`src/rtl/charmap_pkg.sv`:
```
`default_nettype none
// ============================================================================
//  Module   : charmap_pkg
//  Purpose  : Register map constants and colour expansion for charmap_video.
//  Revision : 1.0 - initial release
// ============================================================================
package charmap_pkg;

    localparam logic [1:0] REG_SCROLL_X_LO = 2'd0;
    localparam logic [1:0] REG_SCROLL_X_HI = 2'd1;
    localparam logic [1:0] REG_SCROLL_Y    = 2'd2;
    localparam logic [1:0] REG_BG_COLOUR   = 2'd3;

    // RRRGGGBB -> 8:8:8 by bit replication so full-scale codes reach 0xFF.
    function automatic logic [23:0] expand_rgb(input logic [7:0] c);
        return {c[7:5], c[7:5], c[7:6],
                c[4:2], c[4:2], c[4:3],
                {4{c[1:0]}}};
    endfunction

endpackage
`default_nettype wire

```
`src/rtl/charmap_timing.sv`:
```
`default_nettype none
// ============================================================================
//  Module   : charmap_timing
//  Purpose  : Raster H/V counters, sync/blank decode and vblank-start strobe.
//  Revision : 1.0 - initial release
// ============================================================================
module charmap_timing #(
    parameter int H_ACTIVE = 320,
    parameter int H_TOTAL  = 400,
    parameter int HS_START = 336,
    parameter int HS_END   = 368,
    parameter int V_ACTIVE = 240,
    parameter int V_TOTAL  = 262,
    parameter int VS_START = 244,
    parameter int VS_END   = 247,
    parameter int CNT_W    = 10
) (
    input  logic             i_clk,
    input  logic             i_reset_n,
    input  logic             i_ce_pix,
    output logic [CNT_W-1:0] o_h,
    output logic [CNT_W-1:0] o_v,
    output logic             o_hs,
    output logic             o_vs,
    output logic             o_hb,
    output logic             o_vb,
    output logic             o_vblank_start
);

    localparam logic [CNT_W-1:0] C_ONE      = CNT_W'(1);
    localparam logic [CNT_W-1:0] C_H_LAST   = CNT_W'(H_TOTAL - 1);
    localparam logic [CNT_W-1:0] C_V_LAST   = CNT_W'(V_TOTAL - 1);
    localparam logic [CNT_W-1:0] C_H_ACTIVE = CNT_W'(H_ACTIVE);
    localparam logic [CNT_W-1:0] C_V_ACTIVE = CNT_W'(V_ACTIVE);
    localparam logic [CNT_W-1:0] C_HS_START = CNT_W'(HS_START);
    localparam logic [CNT_W-1:0] C_HS_END   = CNT_W'(HS_END);
    localparam logic [CNT_W-1:0] C_VS_START = CNT_W'(VS_START);
    localparam logic [CNT_W-1:0] C_VS_END   = CNT_W'(VS_END);

    logic [CNT_W-1:0] r_h;
    logic [CNT_W-1:0] r_v;

    always_ff @(posedge i_clk) begin
        if (!i_reset_n) begin
            r_h <= '0;
            r_v <= '0;
        end else if (i_ce_pix) begin
            if (r_h == C_H_LAST) begin
                r_h <= '0;
                r_v <= (r_v == C_V_LAST) ? '0 : r_v + C_ONE;
            end else begin
                r_h <= r_h + C_ONE;
            end
        end
    end

    assign o_h            = r_h;
    assign o_v            = r_v;
    assign o_hs           = (r_h >= C_HS_START) && (r_h < C_HS_END);
    assign o_vs           = (r_v >= C_VS_START) && (r_v < C_VS_END);
    assign o_hb           = (r_h >= C_H_ACTIVE);
    assign o_vb           = (r_v >= C_V_ACTIVE);
    assign o_vblank_start = i_ce_pix && (r_h == '0) && (r_v == C_V_ACTIVE);

endmodule
`default_nettype wire

```
`src/rtl/charmap_video.sv`:
```
`default_nettype none
// ============================================================================
//  Module   : charmap_video
//  Purpose  : Scrolled character-map video generator with frame interrupt.
//  Revision : 1.0 - initial release
// ============================================================================
module charmap_video
    import charmap_pkg::*;
#(
    parameter int H_ACTIVE      = 320,
    parameter int H_TOTAL       = 400,
    parameter int HS_START      = 336,
    parameter int HS_END        = 368,
    parameter int V_ACTIVE      = 240,
    parameter int V_TOTAL       = 262,
    parameter int VS_START      = 244,
    parameter int VS_END        = 247,
    parameter int CNT_W         = 10,
    parameter int MAP_COLS_LOG2 = 6,
    parameter int MAP_ROWS_LOG2 = 5,
    parameter int BG_ENABLE     = 0
) (
    input  logic                                   clk_sys,
    input  logic                                   reset_n,
    input  logic                                   ce_pix,
    input  logic                                   reg_wr,
    input  logic [1:0]                             reg_addr,
    input  logic [7:0]                             reg_data,
    input  logic                                   irq_ack,
    output logic                                   irq_n,
    output logic [MAP_ROWS_LOG2+MAP_COLS_LOG2-1:0] map_addr,
    input  logic [7:0]                             map_code,
    input  logic [7:0]                             map_colour,
    output logic [10:0]                            font_addr,
    input  logic [7:0]                             font_data,
    output logic [7:0]                             VGA_R,
    output logic [7:0]                             VGA_G,
    output logic [7:0]                             VGA_B,
    output logic                                   VGA_HS,
    output logic                                   VGA_VS,
    output logic                                   VGA_HB,
    output logic                                   VGA_VB
);

    localparam int MX_W  = MAP_COLS_LOG2 + 3;
    localparam int MY_W  = MAP_ROWS_LOG2 + 3;
    localparam int MAP_W = MAP_ROWS_LOG2 + MAP_COLS_LOG2;

    logic [CNT_W-1:0] w_h;
    logic [CNT_W-1:0] w_v;
    logic             w_hs;
    logic             w_vs;
    logic             w_hb;
    logic             w_vb;
    logic             w_vblank_start;

    charmap_timing #(
        .H_ACTIVE (H_ACTIVE),
        .H_TOTAL  (H_TOTAL),
        .HS_START (HS_START),
        .HS_END   (HS_END),
        .V_ACTIVE (V_ACTIVE),
        .V_TOTAL  (V_TOTAL),
        .VS_START (VS_START),
        .VS_END   (VS_END),
        .CNT_W    (CNT_W)
    ) u_timing (
        .i_clk          (clk_sys),
        .i_reset_n      (reset_n),
        .i_ce_pix       (ce_pix),
        .o_h            (w_h),
        .o_v            (w_v),
        .o_hs           (w_hs),
        .o_vs           (w_vs),
        .o_hb           (w_hb),
        .o_vb           (w_vb),
        .o_vblank_start (w_vblank_start)
    );

    logic [CNT_W-1:0] r_scroll_x;
    logic [7:0]       r_scroll_y;
    logic [7:0]       r_bg_colour;
    logic [CNT_W-1:0] r_sx_shadow;
    logic [7:0]       r_sy_shadow;
    logic             r_irq_n;

    // Live registers take CPU writes at any time; the shadows only change at
    // vblank start so a frame is always scanned with one consistent scroll.
    always_ff @(posedge clk_sys) begin
        if (!reset_n) begin
            r_scroll_x  <= '0;
            r_scroll_y  <= '0;
            r_bg_colour <= '0;
            r_sx_shadow <= '0;
            r_sy_shadow <= '0;
            r_irq_n     <= 1'b1;
        end else begin
            if (reg_wr) begin
                case (reg_addr)
                    REG_SCROLL_X_LO: r_scroll_x[7:0]       <= reg_data;
                    REG_SCROLL_X_HI: r_scroll_x[CNT_W-1:8] <= reg_data[CNT_W-9:0];
                    REG_SCROLL_Y:    r_scroll_y            <= reg_data;
                    REG_BG_COLOUR:   r_bg_colour           <= reg_data;
                    default:         ;
                endcase
            end
            if (w_vblank_start) begin
                r_sx_shadow <= r_scroll_x;
                r_sy_shadow <= r_scroll_y;
                r_irq_n     <= 1'b0;
            end else if (irq_ack) begin
                r_irq_n     <= 1'b1;
            end
        end
    end

    logic [CNT_W-1:0] w_mx_sum;
    logic [CNT_W-1:0] w_my_sum;
    logic [MX_W-1:0]  w_mx;
    logic [MY_W-1:0]  w_my;

    assign w_mx_sum = w_h + r_sx_shadow;
    assign w_my_sum = w_v + {{(CNT_W-8){1'b0}}, r_sy_shadow};
    assign w_mx     = w_mx_sum[MX_W-1:0];
    assign w_my     = w_my_sum[MY_W-1:0];

    // Sync/blank travel as {hs, vs, hb, vb} alongside the pixel data.
    logic [MAP_W-1:0] r_map_addr;
    logic [2:0]       r_fx1;
    logic [2:0]       r_fy1;
    logic [3:0]       r_sync1;
    logic             r_valid1;
    logic [10:0]      r_font_addr;
    logic [2:0]       r_fx2;
    logic [7:0]       r_colour2;
    logic [3:0]       r_sync2;
    logic             r_valid2;
    logic [7:0]       r_vga_r;
    logic [7:0]       r_vga_g;
    logic [7:0]       r_vga_b;
    logic [3:0]       r_vga_sync;

    logic             w_font_bit;
    logic             w_active;
    logic [23:0]      w_fg;
    logic [23:0]      w_bg;
    logic [23:0]      w_pix;

    generate
        if (BG_ENABLE != 0) begin : g_bg
            assign w_bg = expand_rgb(r_bg_colour);
        end else begin : g_no_bg
            assign w_bg = '0;
        end
    endgenerate

    assign w_font_bit = font_data[3'd7 - r_fx2];
    assign w_fg       = expand_rgb(r_colour2);
    assign w_active   = r_valid2 && !r_sync2[1] && !r_sync2[0];
    assign w_pix      = !w_active ? 24'd0 : (w_font_bit ? w_fg : w_bg);

    always_ff @(posedge clk_sys) begin
        if (!reset_n) begin
            r_map_addr  <= '0;
            r_fx1       <= '0;
            r_fy1       <= '0;
            r_sync1     <= '0;
            r_valid1    <= 1'b0;
            r_font_addr <= '0;
            r_fx2       <= '0;
            r_colour2   <= '0;
            r_sync2     <= '0;
            r_valid2    <= 1'b0;
            r_vga_r     <= '0;
            r_vga_g     <= '0;
            r_vga_b     <= '0;
            r_vga_sync  <= '0;
        end else if (ce_pix) begin
            r_map_addr  <= {w_my[MY_W-1:3], w_mx[MX_W-1:3]};
            r_fx1       <= w_mx[2:0];
            r_fy1       <= w_my[2:0];
            r_sync1     <= {w_hs, w_vs, w_hb, w_vb};
            r_valid1    <= 1'b1;

            r_font_addr <= {map_code, r_fy1};
            r_fx2       <= r_fx1;
            r_colour2   <= map_colour;
            r_sync2     <= r_sync1;
            r_valid2    <= r_valid1;

            r_vga_r     <= w_pix[23:16];
            r_vga_g     <= w_pix[15:8];
            r_vga_b     <= w_pix[7:0];
            r_vga_sync  <= r_valid2 ? r_sync2 : 4'd0;
        end
    end

    logic w_unused;
    assign w_unused = &{1'b0, w_mx_sum[CNT_W-1:MX_W], w_my_sum[CNT_W-1:MY_W], r_bg_colour};

    assign irq_n     = r_irq_n;
    assign map_addr  = r_map_addr;
    assign font_addr = r_font_addr;
    assign VGA_R     = r_vga_r;
    assign VGA_G     = r_vga_g;
    assign VGA_B     = r_vga_b;
    assign VGA_HS    = r_vga_sync[3];
    assign VGA_VS    = r_vga_sync[2];
    assign VGA_HB    = r_vga_sync[1];
    assign VGA_VB    = r_vga_sync[0];

endmodule
`default_nettype wire

```
`config.mk`:
```
export PLATFORM = sky130hd
export DESIGN_NAME = charmap_video
export DESIGN_NICKNAME = d
export VERILOG_FILES = /design/src/rtl/charmap_pkg.sv /design/src/rtl/charmap_timing.sv /design/src/rtl/charmap_video.sv
export SDC_FILE = /design/constraint.sdc
export NUM_CORES = 1
export LEC_CHECK = 0
export CAP_MARGIN = 5
export CELL_PAD_IN_SITES_DETAIL_PLACEMENT = 1
export CELL_PAD_IN_SITES_GLOBAL_PLACEMENT = 1
export CORE_ASPECT_RATIO = 2
export CORE_UTILIZATION = 40
export DETAILED_ROUTE_END_ITERATION = 8
export HOLD_SLACK_MARGIN = 0.08
export PLACE_DENSITY = 0.89
export SETUP_SLACK_MARGIN = 0.02
export SLEW_MARGIN = 20
export SYNTH_ARGS = -nofsm -noshare
export SYNTH_HDL_FRONTEND = slang
export SYNTH_SLANG_ARGS = --single-unit
export TNS_END_PERCENT = 100
```
`constraint.sdc`:
```
create_clock -name clk_sys -period 2.4 [get_ports clk_sys]
set_clock_uncertainty 0.2 [all_clocks]
set_input_delay 0.48 -clock clk_sys [delete_from_list [all_inputs] [get_ports clk_sys]]
set_output_delay 0.48 -clock clk_sys [all_outputs]
set_load 0.02 [all_outputs]
```
==> results_dict.tcl <==
set metrics [dict create \
    run_status "finished, violations left" \
    violations "DRC" \
    ys_ff_latch 116 \
    fill_cells 1490 \
    coreArea_um2 13100 \
    synth_area_leaders "dfxtp_1 (43%), mux2i_1 (9.2%), nor2_1 (5.4%)" \
    top_layer_used "met4" \
    cts_tree "done" \
    drive_gt1_frac 0.118 \
    syn_area_per_cell_um2 9.16 \
    via_per_inst 5.81 \
    utilization 0.540 \
    crit_type "flop to flop" \
    hp-start "r_vga_sync[1]$_SDFFE_PN0P_" \
    synth_area_um2 5360 \
    relSlewSlack 0.554 \
    met1Wirelength_mm 5.97 \
    io_pins 90 \
    wirelength_mm 17.9 \
    root_buffer "clkbuf_16" \
    yosysWarnings 0 \
    multi_input_area_um2 2750 \
    cts_num_sinks 116 \
    endpoint_kind "flop" \
    ctsHoldBuffers 0 \
    startpoint_type "flop" \
    synth_edf_count 0 \
    leakagePower_nw 2.81 \
    portBuffers 89 \
    final_cell_area_um2 7050 \
    wl_met2_mm 9.91 \
    finalNetCount 740 \
    crit_required_ns 2.50 \
    hold_path_depth 2 \
    wl_met3_um 756 \
    maxSlewViolCount 0 \
    placed_area_um2 6430 \
    synth.most_common_cell "dfxtp_1" \
    worst_slack_ns 0.0604 \
    synth_area_leader_cell "dfxtp_1" \
    hold_path_end "r_vga_sync[1]$_SDFFE_PN0P_" \
    die_x_um 83.8 \
    finalHoldViolations 0 \
    antenna_found_initial 0 \
    wire_per_inst_um 21.2 \
    area_growth_pct 31.5 \
    die_height_um 166 \
    rr_startpoint "u_timing.o_h[2]$_SDFFE_PN0P_" \
    path_cells "or4_4 -> or4_1 -> buf_4 -> o21ai_0 -> a21oi_1" \
    fin_crit_sh 0.975 \
    hold_path.class "flop to flop" \
    async_flop_share 0 \
    pwr_density_cell_nw_per_um2 708 \
    yosys-top-cells-count "dfxtp_1 (116), nor2_1 (77), mux2i_1 (49)" \
    clkSlewWorstSetupHoldPaths_ns 0.05 \
    track_usage 0.265 \
    maxCapViolations 0 \
    synth_top_area_share 0.433 \
    fp.dieArea_um2 13900 \
    dpl_worst_slack_ns -0.0116 \
    overflow 0 \
    worst_path_max_delay_cell "or4_4" \
    whs_ns 0.270 \
    worstMarginPinSlew_ns 0.667 \
    rsz0062_at_grt "yes" \
    cts_setup_buffers 0 \
    rows 59 \
    placedCellCount 812 \
    dp_hpwl_mm 12.1 \
    regArea_um2 2320 \
    synth_cell_types 58 \
    clockBufferDepth 2 \
    first_iter_violations 279 \
    setup_viol 0 \
    drc 20 \
    yosysSeqAreaShare 0.433 \
    ys.flop_type "dfxtp_1" \
    syn_nets 646 \
    synth_cells 585 \
    grt_max_degree 34 \
    r2r-end "r_sy_shadow[4]$_SDFFE_PN0P_" \
    finalNonFillerCells 844 \
    grt_pass1_vias 5505 \
    detail-route-antenna-nets 0 \
    initial_utilization 0.410 \
    fin_crit_ns 2.34 \
    diodes 0 \
    crit_fanout 18 \
    ir_drop_uv 528 \
    cts_buffers 17 \
    reg2reg_slack_ns 0.06 \
    critPathMaxStageDelay_ns 0.58 \
    arrival_ns 2.44 \
    reg2regPathDepth 5 \
    place_congestion 0.912 \
    fmax_mhz 427 \
    htreeDepth 4 \
    cts_resized 0 \
    clk_latency_ns 0.42 \
    grt_pass1_wl_mm 28.4 \
    vias 4903 \
    drt_pass1_iterations 7 \
]
## cells by family (layout without fill, tap and decap cells)
family / after synthesis / count (layout) / synth area share
flip-flops: 116 / 116 / 0.433
XOR/XNOR: 17 / 17 / 0.0278
AND/OR/NAND/NOR: 204 / 204 / 0.192
adder cells (fa/ha/maj): 22 / 22 / 0.0542
multiplexers: 51 / 51 / 0.0999
AO/OA/AOI/OAI: 116 / 116 / 0.137
buffers and inverters: 59 / 166 / 0.0558
## where the power goes
| group | leakage, nW | internal [W] | switching (W) |
|---|---|---|---|
| Sequential | 0.941 | 0.00197 | 0.0000314 |
| Combinational | 1.57 | 0.000163 | 0.000189 |
| Clock | 0.292 | 0.00169 | 0.000953 |
| Total | 2.81 | 0.00382 | 0.00117 |
## flip-flops by register name, summed over array words and instances, names as in the netlist, 4 cells and up
signal,count
font_addr,11
map_addr,11
r_colour2,8
r_scroll_x,9
r_scroll_y,8
r_sx_shadow,9
r_sy_shadow,8
r_sync1,4
r_sync2,4
r_vga_sync,4
u_timing.o_h,10
u_timing.o_v,10
## layer usage
metal,vias to the layer above,track usage
met5,-,0
met4,0,0.196
met3,81,0.0643
met2,173,0.500
met1,2375,0.235
li1,2274,-
## per-stage QoR
step	total power [W]	setup TNS, ns
after floorplan	0.00221	0
after CTS	0.00502	0
after detailed placement	0.00238	-0.0230
after global placement	0.00236	0
after global routing	0.00514	0
final	0.00499	0
## cell type report
class / count / area share
clock buffer: 20 / 0.0648
clock inverter: 12 / 0.0218
inverter: 12 / 0.00639
multi-input combinational: 410 / 0.390
sequential: 116 / 0.329
tap: 152 / 0.0270
timing repair buffer: 122 / 0.161
## layout by cell type, fill, tap and decap left out, types with 10 or more instances in the layout
master	Yosys	final
clkbuf_16	0	17
mux2i_1	49	49
dfxtp_1	116	116
clkdlybuf4s50_1	0	88
nor2_1	77	77
nand3_1	35	34
inv_1	11	10
ha_1	20	20
buf_4	16	33
a21oi_1	30	30
o21ai_0	25	24
nor3_1	10	10
nand2_1	24	24
## critical path, delay by kind of cell, from the launching register on
family | cells | cell delay (ns)
AO/OA/AOI/OAI | 2 | 0.30
flip-flops | 1 | 0.41
buffers and inverters | 1 | 0.22
AND/OR/NAND/NOR | 2 | 1.09
## worst max path at each step
stage                                            start                           to  slack (ns)
after floorplan           u_timing.o_h[4]$_SDFFE_PN0P_  r_sx_shadow[0]$_SDFFE_PN0P_        0.23
after global placement                    font_data[0]        VGA_B[6]$_SDFFE_PN0P_       0.005
after detailed placement                  font_data[2]        VGA_G[4]$_SDFFE_PN0P_       -0.01
after CTS                 u_timing.o_h[0]$_SDFFE_PN0P_     map_addr[3]$_SDFFE_PN0P_        0.05
after global routing      u_timing.o_h[3]$_SDFFE_PN0P_     map_addr[4]$_SDFFE_PN0P_       0.007
final                     u_timing.o_h[2]$_SDFFE_PN0P_  r_sy_shadow[4]$_SDFFE_PN0P_        0.06
(Power assumes the default switching activity.)
